$ cat src/rtl/uart_pkg.sv
// Shared UART framing constants and frame-hunter state encoding.
// Used by uart_pack_crc_framer and the CRC helper, and by the TX side.
package uart_pkg;

    localparam logic [7:0] UART_HEAD_BYTE = 8'hA5;
    localparam logic [7:0] CRC8_POLY      = 8'h07;
    localparam logic [7:0] CRC8_INIT      = 8'h00;

    typedef enum logic [1:0] {
        IDLE    = 2'd0,
        FUNC    = 2'd1,
        PAYLOAD = 2'd2,
        CHECK   = 2'd3
    } frame_state_t;

endpackage

$ cat src/rtl/crc8_byte_calc.sv
// Combinational CRC8 update for one byte: poly 0x07, MSB-first, no reflection.
// Shared between the RX framer and the TX protocol encoder.
module crc8_byte_calc
    import uart_pkg::*;
(
    input  logic [7:0] crc_in,
    input  logic [7:0] data_in,
    output logic [7:0] crc_out
);

    logic [7:0] crc_work;

    always_comb begin
        crc_work = crc_in ^ data_in;
        for (int b = 0; b < 8; b++) begin
            if (crc_work[7]) begin
                crc_work = {crc_work[6:0], 1'b0} ^ CRC8_POLY;
            end else begin
                crc_work = {crc_work[6:0], 1'b0};
            end
        end
        crc_out = crc_work;
    end

endmodule

$ cat src/rtl/uart_pack_crc_framer.sv
// Byte-to-packet framer: header hunt, func + payload capture, CRC8 trailer check, timeout.
// Build option: define UART_CRC_CHECK_EN to check the trailer; otherwise it is consumed unchecked.
module uart_pack_crc_framer
    import uart_pkg::*;
#(
    parameter int          _PAYLOAD_LEN = 10,
    parameter logic [7:0]  _HEAD_BYTE   = UART_HEAD_BYTE,
    parameter int          _TIMEOUT_CYC = 50000
) (
    input  logic                      sys_clk,
    input  logic                      sys_rst_n,
    input  logic [7:0]                uart_data,
    input  logic                      uart_done,
    output logic [7:0]                func_reg,
    output logic [8*_PAYLOAD_LEN-1:0] pack_data,
    output logic                      pack_done,
    output logic                      crc_err,
    output logic                      timeout_err,
    output logic                      pack_ing,
    output logic [7:0]                pack_ok_cnt
);

    localparam int          IDX_W   = (_PAYLOAD_LEN > 1) ? $clog2(_PAYLOAD_LEN) : 1;
    localparam logic [IDX_W-1:0] IDX_LAST = IDX_W'(_PAYLOAD_LEN - 1);
    localparam logic [15:0] TO_LAST = 16'(_TIMEOUT_CYC - 1);

    frame_state_t              state;
    logic [IDX_W-1:0]          idx;
    logic [15:0]               to_cnt;
    logic [7:0]                shadow_func;
    logic [8*_PAYLOAD_LEN-1:0] shadow_data;
    logic                      crc_ok;

`ifdef UART_CRC_CHECK_EN
    logic [7:0] crc_acc;
    logic [7:0] crc_seed;
    logic [7:0] crc_next;

    // The func byte restarts the accumulator so a previous frame never leaks in.
    assign crc_seed = (state == FUNC) ? CRC8_INIT : crc_acc;
    assign crc_ok   = (uart_data == crc_acc);

    crc8_byte_calc u_crc8 (
        .crc_in  (crc_seed),
        .data_in (uart_data),
        .crc_out (crc_next)
    );

    always_ff @(posedge sys_clk or negedge sys_rst_n) begin
        if (!sys_rst_n) begin
            crc_acc <= CRC8_INIT;
            crc_err <= 1'b0;
        end else begin
            crc_err <= uart_done && (state == CHECK) && !crc_ok;
            if (uart_done && (state == FUNC || state == PAYLOAD)) begin
                crc_acc <= crc_next;
            end
        end
    end
`else
    assign crc_ok  = 1'b1;
    assign crc_err = 1'b0;
`endif

    assign pack_ing = (state != IDLE);

    // A received byte always beats a timeout expiring in the same cycle.
    always_ff @(posedge sys_clk or negedge sys_rst_n) begin
        if (!sys_rst_n) begin
            state       <= IDLE;
            idx         <= '0;
            to_cnt      <= '0;
            shadow_func <= '0;
            shadow_data <= '0;
            func_reg    <= '0;
            pack_data   <= '0;
            pack_done   <= 1'b0;
            timeout_err <= 1'b0;
            pack_ok_cnt <= '0;
        end else begin
            pack_done   <= 1'b0;
            timeout_err <= 1'b0;
            if (uart_done) begin
                to_cnt <= '0;
                case (state)
                    IDLE: begin
                        if (uart_data == _HEAD_BYTE) begin
                            state <= FUNC;
                        end
                    end
                    FUNC: begin
                        shadow_func <= uart_data;
                        idx         <= '0;
                        state       <= PAYLOAD;
                    end
                    PAYLOAD: begin
                        shadow_data[8*idx +: 8] <= uart_data;
                        if (idx == IDX_LAST) begin
                            state <= CHECK;
                        end else begin
                            idx <= idx + 1'b1;
                        end
                    end
                    CHECK: begin
                        state <= IDLE;
                        if (crc_ok) begin
                            func_reg    <= shadow_func;
                            pack_data   <= shadow_data;
                            pack_done   <= 1'b1;
                            pack_ok_cnt <= pack_ok_cnt + 8'd1;
                        end
                    end
                    default: state <= IDLE;
                endcase
            end else if (state != IDLE) begin
                if (to_cnt == TO_LAST) begin
                    timeout_err <= 1'b1;
                    state       <= IDLE;
                    to_cnt      <= '0;
                end else begin
                    to_cnt <= to_cnt + 16'd1;
                end
            end
        end
    end

endmodule

$ cat config.mk
export PLATFORM = sky130hd
export DESIGN_NAME = uart_pack_crc_framer
export DESIGN_NICKNAME = d
export VERILOG_FILES = /design/src/rtl/uart_pkg.sv /design/src/rtl/crc8_byte_calc.sv /design/src/rtl/uart_pack_crc_framer.sv
export SDC_FILE = /design/constraint.sdc
export NUM_CORES = 1
export LEC_CHECK = 0
export ABC_AREA = 1
export CAP_MARGIN = 30
export CORE_MARGIN = 1
export CORE_UTILIZATION = 56
export CTS_CLUSTER_DIAMETER = 120
export DETAILED_ROUTE_END_ITERATION = 10
export GPL_ROUTABILITY_DRIVEN = 0
export PLACE_DENSITY = 0.89
export SLEW_MARGIN = 20
export SYNTH_ARGS = -nofsm -noshare
export SYNTH_HDL_FRONTEND = slang
export SYNTH_SLANG_ARGS = --single-unit
$ cat constraint.sdc
create_clock -name sys_clk -period 2.9 [get_ports sys_clk]
set_input_delay 0.58 -clock sys_clk [delete_from_list [all_inputs] [get_ports sys_clk]]
set_output_delay 0.58 -clock sys_clk [all_outputs]
set_load 0.01 [all_outputs]
After elaboration in Yosys (flattened, before gate mapping)
Cells that the tools add are included.
Widths: inputs -> output; s select.
- flip-flop bits (word level): 208
- bits in latches: 0
- RAM bits: 0
- bits in read-only memories: 0
- input bits: 11
- output and inout bits: 100
- word-level logic and storage cells: 52
- memories: 0
- add/subtract/negate cells: 4
- $mul: 0
- divide/modulo/power cells: 0
- magnitude comparators: 0
- equal/unequal tests: 9
- shift operators: 2
- mux-type cells: 17
- bitwise operators: 0
- reductions and logical operators: 10
- operators by type and width (cell ; number):
    $bwmux 80 ; 1
    $shift 8x34->80 const A ; 1
    $shiftx 8x34->80 ; 1
    $mux 16 ; 3
    $neg 7->34 ; 1
    $add 16x1->16 const B ; 1
    $eq 16x16->1 const B ; 1
    $mux 2 ; 5
    $add 8x1->8 const B ; 1
    $eq 8x8->1 const B ; 1
    $pmux 2 s4 ; 1
    $pmux 4 s2 ; 1
    $reduce_bool 2->1 ; 4
    $ne 3x3->1 const B ; 2
    $reduce_and 2->1 ; 3
    $mux 1 ; 5
    $add 4x1->4 const B ; 1
    $eq 2x2->1 const B ; 2
    $eq 4x4->1 const B ; 1
    $mux 4 ; 1
    $reduce_and 4->1 ; 1
    $reduce_and 3->1 ; 1
    $eq 2x1->1 const B ; 1
    $logic_not 2->1 ; 1
    $ne 2x2->1 const B ; 1

Longest topological paths before layout
- word-level depth: 4
- mapped depth: 12
- gate-level depth less buffers: 10

Least setup slack after synthesis
No wires, ideal clock.
- kind: reg-to-reg
- start point: reg idx[0]
- end point: reg shadow_data[69]
- library setup time: 65 ps
- data arrival time: 2220 ps
- required time: 2835 ps
- setup slack: 615 ps
- cell stages (with the launch flop): 13
- buffers on the path: 5
- period minus slack after synthesis: 2285 ps
- path through: dfrtp_1 -> buf_2 -> inv_1 -> clkbuf_1 -> ha_1 -> clkbuf_1 -> inv_1 -> buf_2 -> buf_2 -> nand4_1 -> nor2_1 -> nand2_1 -> nand2_1
- word-level cells in the longest chain between the ends: 3
- elaborated cells on any way between the ends: 4
- those cells by class: add/sub (1); shift (2); mux (1)
- ends and longest elaborated chain (element ; line ; source):
    start, declared ; uart_pack_crc_framer.sv:28 ; logic [IDX_W-1:0] idx;
    start signal, assigned ; uart_pack_crc_framer.sv:101 ; idx <= idx + 1'b1;
    $neg 7->34 (*) ; uart_pack_crc_framer.sv:97 ; shadow_data[8*idx +: 8] <= uart_data;
    $shiftx 8x34->80 or $shift 8x34->80 (tied branches) ; uart_pack_crc_framer.sv:97 ;
    $bwmux 80 (*) ; uart_pack_crc_framer.sv:97 ;
    end signal, assigned by index ; uart_pack_crc_framer.sv:97 ;
    end, declared ; uart_pack_crc_framer.sv:31 ; logic [8*_PAYLOAD_LEN-1:0] shadow_data;
Mark *: on every way between the ends. The rest lies on a longest branch, timed or not.
A chain may end at the register's enable or synchronous reset.

Worst setup path in the final report
- start point: reg idx[2]
- end point: reg shadow_data[39]
Same word-level chain as after synthesis.

==> impl_metrics.py <==
metrics = {
    "cts": {
        "root_buffer": "clkbuf_16",
        "clkTransAtPathRegs_ns": 0.06,
        "cts-buffers-inserted": 22,
        "htree_levels": 1,
        "clock_path_buffers": 3,
        "post_cts_buffers": 0,
        "cts_tree": "built",
        "clock_sinks": 208,
        "cts_hold_buf": 0,
        "insertion_delay_ns": 0.49,
        "post_cts_resized": 0,
    },
    "die": {
        "die_y_um": 130,
        "die_area_um2": 17000,
        "rows": 46,
        "die_w_um": 130,
        "start_util_pct": 57.8,
        "coreArea_um2": 16000,
        "io_pins": 111,
    },
    "sta": {
        "fmax_mhz": 373,
        "setup_viol": 0,
        "timing.final.ws_setup_ns": 0.223,
        "worst_pin_slew_ns": 0.709,
        "final.setup_skew_ns": 0.0137,
        "fin_crit_ns": 2.68,
        "rsz0062_at_grt": "no",
        "fin_crit_sh_pct": 92.3,
        "setup_tns_ns": 0,
        "relSlewSlack_pct": 52.7,
        "hold_viol_final": 0,
        "drv_slew": 0,
    },
    "yosys": {
        "synth_xor_area_share_pct": 1.30,
        "synth_edf_count": 0,
        "synth_mux_area_share_pct": 0.366,
        "synthArstFlopShare_pct": 100,
        "ys.warnings.count": 0,
        "syn_area_um2": 9240,
        "synthFlopType": "dfrtp_1",
        "seq_area_frac_synth_pct": 56.3,
        "avgSynthCellArea_um2": 8.48,
        "synth-compound-area-share_pct": 6.04,
        "synth-simple-area-share_pct": 28.4,
        "synth-adder-area-share_pct": 1.62,
        "synth_seq_cells": 208,
        "synthDistinctLibCells": 35,
        "synth_cells": 1090,
        "synth_fp_nets": 1113,
        "synth_top_family_by_area": "simple AND/OR/NAND/NOR gates",
    },
    "global_route": {
        "grt_use_total_pct": 28.1,
        "grt_remaining_overflow": 0,
        "antenna_found_initial": 0,
        "grt_pass1_vias": 7665,
        "grt_pass1_wl_um": 37600,
        "grt_max_degree": 79,
    },
    "drt": {
        "num_vias": 7872,
        "antenna_left": 0,
        "wl_per_cell_um": 16.0,
        "finalWirelength_um": 22900,
        "drt-vias-per-instance": 5.51,
        "drt-initial-drc-count": 668,
        "dr.pass1.iters": 6,
        "drc": 0,
    },
    "critical_path": {
        "critPathMaxStageDelay_ns": 0.49,
        "crit_family": "simple AND/OR/NAND/NOR gates",
        "worst-path-max-fanout": 16,
        "start_kind": "flop",
        "criticalPathCategory": "flop to flop",
        "critical_path_required_ns": 3.34,
        "critPathArrivalTime_ns": 3.11,
        "cpMaxStageDelayCell": "dfrtp_1",
        "r2r-start": "idx[2]",
        "crit_path_start": "idx[2]",
        "worst-path-buf-inv": 3,
        "crit_chain": "nor3_2, ha_1, inv_1, nor2_2, inv_1, buf_4, nor2_1, nand2_1, nand2_1",
        "crit_path_end_kind": "flop",
    },
    "status": {
        "status": "complete, no violations",
    },
    "cells_and_area": {
        "drive_above_1_share_pct": 8.41,
        "nets": 1222,
        "nFillCells": 1166,
        "stdcell_count": 1429,
        "syn_to_final_growth_pct": 23.0,
        "finish.instance_area_um2": 11400,
        "num_antenna_cells": 0,
        "largest_registers": "pack_data x80, shadow_data x80, to_cnt x16",
    },
    "place": {
        "detailed_place_hpwl_um": 15400,
        "numPortBuffers": 109,
        "pre_cts_ws_ns": 0.375,
        "place_inst": 1391,
        "placed_area_um2": 10600,
    },
    "pwr": {
        "peakVddDrop_mv": 0.531,
        "leakagePower_nw": 5.68,
        "p_per_area_nw_per_um2": 832,
    },
    "min_path": {
        "min_path_type": "primary input to asynchronous set/reset pin",
    },
    "job": {
        "cap_violations": 0,
    },
}
through the flow:
step	util [%]	power, mW	hold WS [ns]
after CTS	71.1	9.45	0.0914
final	71.1	9.46	0.0725
after floorplan	-	5.36	0.284
after detailed placement	66.3	6.52	0.457
after global routing	71.1	9.92	0.100
after global placement	66.3	6.40	0.451
cells in the mapped netlist (all sizes together), types with 12 or more instances:
cell type | instances | share of area, %
nand2 | 419 | 17
dfrtp | 208 | 56
nor2 | 97 | 4.7
inv | 84 | 3.4
o21ai | 83 | 4.8
nand3 | 62 | 3.8
nand4 | 31 | 2.1
buf | 28 | 1.6
clkbuf | 20 | 0.81
ha | 12 | 1.6
nor3 | 12 | 0.70
metal layers:
layer | global-route usage (%) | part of all wire (%) | vias up
li1 | - | - | 3660
met1 | 37.8 | 41 | 3743
met2 | 46.1 | 48 | 400
met3 | 3.95 | 7.7 | 69
met4 | 12.0 | 3.3 | 0
met5 | 0 | 0 | -
where the power goes:
group	total [mW]	leakage [nW]	internal, mW	switching [mW]
combinational	2.88	2.60	1.06	1.82
sequential	3.69	2.69	3.37	0.325
clock	2.89	0.383	1.78	1.11
total	9.46	5.68	6.21	3.26
cells in the final DEF, fill, tap and decap left out, drive strengths merged, types with 24 or more instances in the layout:
cell type / instances
o21ai: 83
nor2: 97
dfrtp: 208
nand4: 31
buf: 24
inv: 84
clkbuf: 35
nand2: 419
clkdlybuf4s50: 108
nand3: 62
cell type report:
cell class / count / area [um^2] / area share (%)
flip-flops and latches: 208 / 5200 / 45.8
multi-input cells: 750 / 3500 / 30.8
repair buffers: 133 / 1310 / 11.5
clock buffers: 34 / 717 / 6.31
inverters: 84 / 315 / 2.77
well taps: 216 / 270 / 2.38
clock inverters: 4 / 48.8 / 0.429
logic make-up after synthesis:
| logic type | count (synthesis) |
|---|---|
| and+or+nand+nor | 622 |
| DFF | 208 |
| buffers and inverters | 132 |
| AOI/OAI and AO/OA | 100 |
| adders and majority gates | 12 |
| xor gates and xnor gates | 12 |
| muxes | 3 |
| other | 1 |
final timing paths:
path | endpoint | slack [ns] | cells past startpoint
max | shadow_data[39] | 0.22 | 9
min | pack_data[0] | 0.07 | 1
max reg2reg | shadow_data[39] | 0.22 | 9
min reg2reg | shadow_data[64] | 0.48 | 2
max in group asynchronous | shadow_data[6] | 2.12 | 2
min in group sys_clk | shadow_data[64] | 0.48 | 2
No activity file was read; power rests on OpenSTA's default activity.
